--- src/rtl/seq_restoring_divider_pkg.sv ---
// Shared types and constants for the sequential restoring divider.
package div_pkg;
  localparam int DIV_WIDTH = 8;
  localparam int DIV_CNT_W = $clog2(DIV_WIDTH);

  typedef enum logic [1:0] {
    IDLE = 2'd0,
    RUN  = 2'd1,
    DONE = 2'd2
  } state_t;
endpackage

--- src/rtl/seq_restoring_divider_if.sv ---
// Operand/result handshake bundle for seq_restoring_divider.
interface seq_restoring_divider_if
  import div_pkg::*;
#(
  parameter int WIDTH = DIV_WIDTH
);
  logic                   in_valid;
  logic                   in_ready;
  logic [2*WIDTH-1:0]     dividend;
  logic [WIDTH-1:0]       divisor;
  logic                   out_valid;
  logic                   out_ready;
  logic [WIDTH-1:0]       quotient;
  logic [WIDTH-1:0]       remainder;
  logic                   err;

  modport master (
    output in_valid, dividend, divisor, out_ready,
    input  in_ready, out_valid, quotient, remainder, err
  );

  modport slave (
    input  in_valid, dividend, divisor, out_ready,
    output in_ready, out_valid, quotient, remainder, err
  );
endinterface

--- src/rtl/seq_restoring_divider_step.sv ---
// One combinational restoring-division step; the subtractor borrow doubles as the compare.
module div_step
  import div_pkg::*;
#(
  parameter int WIDTH = DIV_WIDTH
) (
  input  logic [WIDTH:0]   r_in,
  input  logic             bit_in,
  input  logic [WIDTH-1:0] divisor,
  output logic [WIDTH:0]   r_out,
  output logic             q_bit
);
  logic [WIDTH:0]   r_shift;
  logic [WIDTH+1:0] diff;

  assign r_shift = {r_in[WIDTH-1:0], bit_in};
  assign diff    = {1'b0, r_shift} - {2'b00, divisor};
  // a set bit shifted out of R already guarantees R >= divisor
  assign q_bit   = r_in[WIDTH] | ~diff[WIDTH+1];
  assign r_out   = q_bit ? diff[WIDTH:0] : r_shift;
endmodule

--- src/rtl/seq_restoring_divider.sv ---
// Sequential restoring divider, one quotient bit per clock.
// Optional macro DIV_OVF_CHECK_EN: flag divide-by-zero / quotient overflow at accept.
//
// state | meaning
// IDLE  | in_ready high, waiting for an operation
// RUN   | one restoring step per cycle, WIDTH steps total
// DONE  | out_valid high, result held until out_ready
module seq_restoring_divider
  import div_pkg::*;
#(
  parameter int WIDTH = DIV_WIDTH
) (
  input  logic                   clk,
  input  logic                   rst_n,
  seq_restoring_divider_if.slave bus
);
  localparam int CW = (WIDTH > 1) ? $clog2(WIDTH) : 1;

  state_t           state;
  logic [WIDTH:0]   r_q;
  logic [WIDTH-1:0] sreg_q;
  logic [WIDTH-1:0] quot_q;
  logic [WIDTH-1:0] div_q;
  logic [CW-1:0]    cnt_q;
  logic             in_ready_q;
  logic             out_valid_q;
  logic             err_q;

  logic [WIDTH:0]   r_nxt;
  logic             q_bit;
  logic             accept;
  logic             ovf;

  div_step #(.WIDTH(WIDTH)) u_step (
    .r_in    (r_q),
    .bit_in  (sreg_q[WIDTH-1]),
    .divisor (div_q),
    .r_out   (r_nxt),
    .q_bit   (q_bit)
  );

  assign accept = bus.in_valid && in_ready_q;

`ifdef DIV_OVF_CHECK_EN
  assign ovf = (bus.divisor == '0) || (bus.dividend[2*WIDTH-1:WIDTH] >= bus.divisor);
`else
  assign ovf = 1'b0;
`endif

  always_ff @(posedge clk or negedge rst_n) begin
    if (!rst_n) begin
      state       <= IDLE;
      r_q         <= '0;
      sreg_q      <= '0;
      quot_q      <= '0;
      div_q       <= '0;
      cnt_q       <= '0;
      in_ready_q  <= 1'b1;
      out_valid_q <= 1'b0;
      err_q       <= 1'b0;
    end else begin
      case (state)
        IDLE: begin
          if (accept) begin
            div_q      <= bus.divisor;
            sreg_q     <= bus.dividend[WIDTH-1:0];
            in_ready_q <= 1'b0;
            if (ovf) begin
              state       <= DONE;
              out_valid_q <= 1'b1;
              err_q       <= 1'b1;
              quot_q      <= '1;
              r_q         <= {1'b0, bus.dividend[WIDTH-1:0]};
            end else begin
              state <= RUN;
              r_q   <= {1'b0, bus.dividend[2*WIDTH-1:WIDTH]};
              cnt_q <= CW'(WIDTH - 1);
            end
          end
        end
        RUN: begin
          r_q    <= r_nxt;
          sreg_q <= {sreg_q[WIDTH-2:0], 1'b0};
          quot_q <= {quot_q[WIDTH-2:0], q_bit};
          if (cnt_q == '0) begin
            state       <= DONE;
            out_valid_q <= 1'b1;
          end else begin
            cnt_q <= cnt_q - 1'b1;
          end
        end
        DONE: begin
          if (bus.out_ready) begin
            state       <= IDLE;
            out_valid_q <= 1'b0;
            in_ready_q  <= 1'b1;
            err_q       <= 1'b0;
          end
        end
        default: state <= IDLE;
      endcase
    end
  end

  assign bus.in_ready  = in_ready_q;
  assign bus.out_valid = out_valid_q;
  assign bus.quotient  = quot_q;
  assign bus.remainder = r_q[WIDTH-1:0];
  assign bus.err       = err_q;
endmodule

--- src/flat_wrapper.sv ---
// flat-port wrapper written by rule: the top's interface ports become plain ports
module seq_restoring_divider_flat import div_pkg::*;
#(
  parameter int WIDTH = DIV_WIDTH
)
  (clk, rst_n, bus_in_valid, bus_dividend, bus_divisor, bus_out_ready, bus_in_ready, bus_out_valid, bus_quotient, bus_remainder, bus_err);
  seq_restoring_divider_if #(.WIDTH(WIDTH)) bus_i ();
  input  logic clk;
  input  logic rst_n;
  input wire logic [$bits(bus_i.in_valid)-1:0] bus_in_valid;
  input wire logic [$bits(bus_i.dividend)-1:0] bus_dividend;
  input wire logic [$bits(bus_i.divisor)-1:0] bus_divisor;
  input wire logic [$bits(bus_i.out_ready)-1:0] bus_out_ready;
  output wire logic [$bits(bus_i.in_ready)-1:0] bus_in_ready;
  output wire logic [$bits(bus_i.out_valid)-1:0] bus_out_valid;
  output wire logic [$bits(bus_i.quotient)-1:0] bus_quotient;
  output wire logic [$bits(bus_i.remainder)-1:0] bus_remainder;
  output wire logic [$bits(bus_i.err)-1:0] bus_err;
  assign bus_i.in_valid = bus_in_valid;
  assign bus_i.dividend = bus_dividend;
  assign bus_i.divisor = bus_divisor;
  assign bus_i.out_ready = bus_out_ready;
  assign bus_in_ready = bus_i.in_ready;
  assign bus_out_valid = bus_i.out_valid;
  assign bus_quotient = bus_i.quotient;
  assign bus_remainder = bus_i.remainder;
  assign bus_err = bus_i.err;
  seq_restoring_divider #(.WIDTH(WIDTH)) u_core (.clk(clk), .rst_n(rst_n), .bus(bus_i));
endmodule
--- config.mk ---
export PLATFORM = sky130hd
export DESIGN_NAME = seq_restoring_divider_flat
export DESIGN_NICKNAME = d
export VERILOG_FILES = /design/src/rtl/seq_restoring_divider_pkg.sv /design/src/rtl/seq_restoring_divider_if.sv /design/src/rtl/seq_restoring_divider_step.sv /design/src/rtl/seq_restoring_divider.sv /design/src/flat_wrapper.sv
export SDC_FILE = /design/constraint.sdc
export NUM_CORES = 1
export LEC_CHECK = 0
export ABC_AREA = 0
export ABC_CLOCK_PERIOD_IN_PS = 4820
export BUFFER_PORTS_ARGS = -buffer_cell sky130_fd_sc_hd__buf_2
export CORE_MARGIN = 2
export CORE_UTILIZATION = 40
export CTS_BUF_LIST = sky130_fd_sc_hd__clkbuf_4 sky130_fd_sc_hd__clkbuf_8
export CTS_CLUSTER_SIZE = 28
export DETAILED_ROUTE_END_ITERATION = 10
export SLEW_MARGIN = 10
export SYNTH_ARGS = -nofsm -noshare
export SYNTH_HDL_FRONTEND = slang
export SYNTH_SLANG_ARGS = --single-unit
--- constraint.sdc ---
create_clock -name clk -period 4.82 [get_ports clk]
set_input_delay 0.964 -clock clk [delete_from_list [all_inputs] [get_ports clk]]
set_output_delay 0.964 -clock clk [all_outputs]
set_load 0.05 [all_outputs]
# [After elaboration in Yosys (flattened, before gate mapping)]
# Index checks and enable logic that the tools add are counted.
[word_totals] inputBits=28 regBits=40 output_inout_bits=19
[classes] n_eq_ne=6 bitwise=2 n_addsub=2 muxes=18 n_reduce_logical=12
[ops] op="two-way mux 9 bit" n=2
[ops] op="one-hot mux 9 bit (2 select lines)" n=1
[ops] op="one-hot mux 8 bit (2 select lines)" n=1
[ops] op="AND reduction 3 bit" n=4
[ops] op="subtractor 9 x 8 -> 10 bit" n=1
[ops] op="two-way mux 8 bit" n=1
[ops] op="two-way mux 2 bit" n=3
[ops] op="two-way mux 3 bit" n=2
[ops] op="one-hot mux 2 bit (3 select lines)" n=1
[ops] op="one-hot mux 3 bit (2 select lines)" n=1
[ops] op="nonzero test 2 bit" n=3
[ops] op="two-way mux 1 bit" n=4
[ops] op="inequality test 2 x 1 -> 1 bit (second input constant)" n=2
[ops] op="inequality test 2 bit (second input constant)" n=2
[ops] op="one-hot mux 1 bit (2 select lines)" n=2
[ops] op="AND reduction 2 bit" n=2
[ops] op="zero test 3 bit" n=1
[ops] op="subtractor 3 x 1 -> 3 bit (second input constant)" n=1
[ops] op="equality test 2 x 1 -> 1 bit (second input constant)" n=1
[ops] op="equality test 2 bit (second input constant)" n=1
[ops] op="zero test 2 bit" n=1
[ops] op="logical AND 1 bit" n=1
[ops] op="NOT 1 bit" n=1
[ops] op="OR 1 bit" n=1

# [Depth between registers and ports, before layout]
[depth] depth_word=5 ltp_mapped=10

# [Hierarchy]
# A second synthesis with hierarchy kept.
[hier_totals] hier_cells=223 hier_area_um2=2337.2
[by_module_without_submodules] mod="seq_restoring_divider" cells_each=153 instances=1 seq_area_each_um2=1002.2 area_per_inst_um2=1811.7
[by_module_without_submodules] mod="div_step" cells_each=70 instances=1 seq_area_each_um2=0.0 area_per_inst_um2=525.5

# [Worst setup path after synthesis]
# No wires, ideal clock.
[synth_path] kind="input-to-reg" startpoint="input bus_in_valid" endpoint="register u_core.r_q[3]" slack_ns=2.790 path_stages=7 required_time_ns=4.685 setup_ns=0.135 arrival_ns=1.895 cell_sequence="nand2b_1 -> nor3b_2 -> buf_4 -> mux2i_1 -> nor2_1 -> a31oi_1 -> o31ai_1"
[synth_via] elab_chain_len=3
[synth_rtl] element="start: declaration" line_no="flat_wrapper.sv:10" source="input wire logic [$bits(bus_i.in_valid)-1:0] bus_in_valid;"
[synth_rtl] element="logical AND 1 bit" line_no="seq_restoring_divider.sv:42" source="assign accept = bus.in_valid && in_ready_q;"
[synth_rtl] element="inequality test 2 x 1 -> 1 bit (no source line)"
[synth_rtl] element="AND reduction 2 bit (no source line)"
[synth_rtl] element="end signal: assignment" line_no="seq_restoring_divider.sv:73" source="r_q <= {1'b0, bus.dividend[WIDTH-1:0]};"
[synth_rtl] element="end signal: assignment" line_no="seq_restoring_divider.sv:76" source="r_q <= {1'b0, bus.dividend[2*WIDTH-1:WIDTH]};"
[synth_rtl] element="end signal: assignment" line_no="seq_restoring_divider.sv:82" source="r_q <= r_nxt;"
[synth_rtl] element="end: declaration" line_no="seq_restoring_divider.sv:20" source="logic [WIDTH:0] r_q;"
# No other way between the ends.
# A chain may end at the register's enable or synchronous reset.

# [Final worst setup path]
[layout_path] startpoint="input bus_in_valid" endpoint="register u_core.r_q[0]"
# The elaborated chain is that of the path after synthesis.

==> flow_summary.yaml <==
outcome:
  status: "finished, final reports clean"
worst_setup_path:
  crit_family: "simple AND/OR/NAND/NOR gates"
  cpPeakStageDelay_ps: 550
  setup.worst_path.start: "bus_in_valid"
  cp.arrival_ps: 2540
  critical_path_buf_inv_count: 2
  worstPathCellList: "buf_2, nand2b_1, nor3b_4, buf_4, mux2i_1, nor2_1, a21o_1"
  r2r_start: "u_core.r_q[0]"
  cp.required_ps: 5010
  path_class: "primary input to flop"
  critPathMaxFanout: 27
  slowest_stage: "nor3b_4"
  cp-end-kind: "flop"
  startpoint_type: "primary input"
clocking:
  postCtsHoldBufs: 0
  clockBufferDepth: 2
  clkTransAtPathRegs_ps: 80
  cts_resized: 0
  cts_sinks: 40
  cts_setup_buffers: 0
  cts_made_buffers: 5
  ctsRootBufferMaster: "clkbuf_8"
  tritoncts: "yes"
  htree_levels: 2
  worstSkewPairLatency_ps: 290
place:
  placed_area_um2: 2440
  place.gp.congestion: 0.698
  dpl.hpwl_um: 3020
  io_buffers: 45
timing:
  fin_crit_sh: 0.488
  maxSlewHeadroom: 0.400
  skew_ps: 5.87
  hold_viol_final: 0
  finalMaxSlewViolations: 0
  min_period_ps: 2350
  setup_tns_ps: 0
  grt_setup_unrepaired: "false"
  worst_pin_slew_ps: 899
  setup_viol: 0
  fmax_mhz: 425
global_routing:
  grt_antenna_before_repair: 0
  overflow: 0
  first_global_vias: 1664
  grt_max_degree: 42
  grt_pass1_wl_um: 7690
  grt_util_all_layers: 0.156
finish:
  utilization: 0.465
  insertedDiodeCount: 0
  finalInstanceArea_um2: 2530
  drive_above_1_share: 0.248
  area_growth_pct: 13.5
  nNetsFinal: 312
drt:
  drt-vias-per-instance: 4.91
  num_vias: 1699
  routedWlPerCell_um: 12.5
  wl_um: 4320
  route.detailed.drc: 0
  first_pass_iters: 4
  drt_iter0_drc: 68
  ant_nets: 0
die:
  die_area_um2: 6180
  die_h_um: 78.6
  num_rows: 27
  die_w_um: 78.6
  initial_utilization: 0.410
  io_pins: 47
  core_um2: 5440
power_and_ir_drop:
  p_leak_uw: 0.00124
  powerDensity_nw_per_um2: 228
  peakVddDrop_mv: 0.139
logic_synthesis:
  ys_async_sr_fraction: 1.00
  syn_nets: 278
  yosys.area.top_type: "dfrtp_1"
  yosysUniqueCellTypes: 42
  synthTopCellsByCount: "42 x nand2_1, 39 x dfrtp_1, 21 x o21ai_0"
  synth_area_um2: 2230
  synth-edff-count: 0
  yosys_most_used_dff: "dfrtp_1"
  synth_seq_area_share: 0.450
  synth_cells: 239
  synth-seq-cells: 40
  ys_warn_count: 0
  yosysMostFrequentCell: "nand2_1"
  synth_area_per_cell_um2: 9.32
  synthDominantCellAreaShare: 0.438
  ys_top_cells_by_area: "dfrtp_1 44%, nand2_1 7.1%, mux2i_1 6.3%, ha_1 5.6%, o21ai_0 4.7%"
flow_run:
  max-cap-violations: 0
worst_hold_path:
  hp-start: "u_core.cnt_q[0]"
  hold_class: "flop to flop"
-- per-stage QoR --
stage,hold slack [ps],cells,total power [uW],worst slack (ps)
after floorplan,440,239,346,2790
after global placement,460,338,364,2180
after detailed placement,463,338,363,2140
after CTS,478,346,591,2460
after global routing,517,346,605,2310
final,476,346,578,2470
-- kinds of logic after synthesis --
logic type | synth area share
buffers and inverters | 0.0786
AO/OA/AOI/OAI | 0.170
other | 0.00168
flip-flops | 0.450
multiplexers | 0.0747
XOR/XNOR | 0.0118
AND/OR/NAND/NOR | 0.149
adder cells (fa/ha/maj) | 0.0651
-- layout make-up --
type                            count  area (um2)
Inverter                           13        48.8
Sequential cell                    40        1000
Timing Repair Buffer               47         240
Multi-Input combinational cell    166        1060
Tap cell                           72        90.1
Clock buffer                        5        68.8
Fill cell                         544        2910
Clock inverter                      3        18.8
-- routing by layer --
| layer | global-route usage | routed length [um] | vias to the layer above |
|---|---|---|---|
| met5 | 0 | 0 | - |
| met4 | 0.0526 | 63 | 0 |
| met3 | 0.0402 | 233 | 6 |
| met2 | 0.238 | 1900 | 32 |
| met1 | 0.215 | 2120 | 789 |
| li1 | - | - | 872 |
-- final timing paths --
check	end	cells after the start	slack [ps]
max	u_core.r_q[0]	7	2470
min	u_core.cnt_q[0]	1	480
max reg2reg	u_core.r_q[6]	7	2470
min reg2reg	u_core.cnt_q[0]	1	480
max in group asynchronous	u_core.state[1]	1	3470
min in group asynchronous	u_core.sreg_q[7]	1	790
-- power breakdown --
part / switching [uW] / internal, uW
clock network: 121 / 101
registers: 0 / 335
logic: 12.3 / 8.37
-- worst reg2reg max path: stages, from the launching register on --
cell     delay (ps)
dfrtp_1         440
ha_1            300
nor2b_1         150
o31ai_2         250
a21oi_2         140
a21oi_2         580
mux2i_1         280
a21oi_1          90
-- registers in the layout (all words and copies together) (netlist names) --
register	cells
u_core.r_q	9
u_core.sreg_q	8
u_core.cnt_q	3
u_core.div_q	8
u_core.state	2
u_core.bus.in_ready	1
u_core.bus.quotient	8
u_core.bus.out_valid	1
-- placed cells by master (no fill, tap or decap), types with 2 or more instances in the layout --
cell type  netlist  routed
mux2i_1         14      14
clkbuf_8         0       5
o31ai_1          2       2
a211oi_1         6       6
nor2b_1          6       6
a31oi_1          4       4
nand2_1         42      42
ha_1            10      10
dfrtp_1         39      39
nor3_1           3       3
o21ai_0         21      21
buf_2            2      45
a21oi_2          2       2
nand2b_1         2       2
inv_1           13      13
a21oi_1         12      12
a21o_1           2       2
nor2_1          19      18
xor2_1           2       2
buf_4           11       2
clkinv_2         0       2
Note: power is estimated with default switching activity, not from simulation.
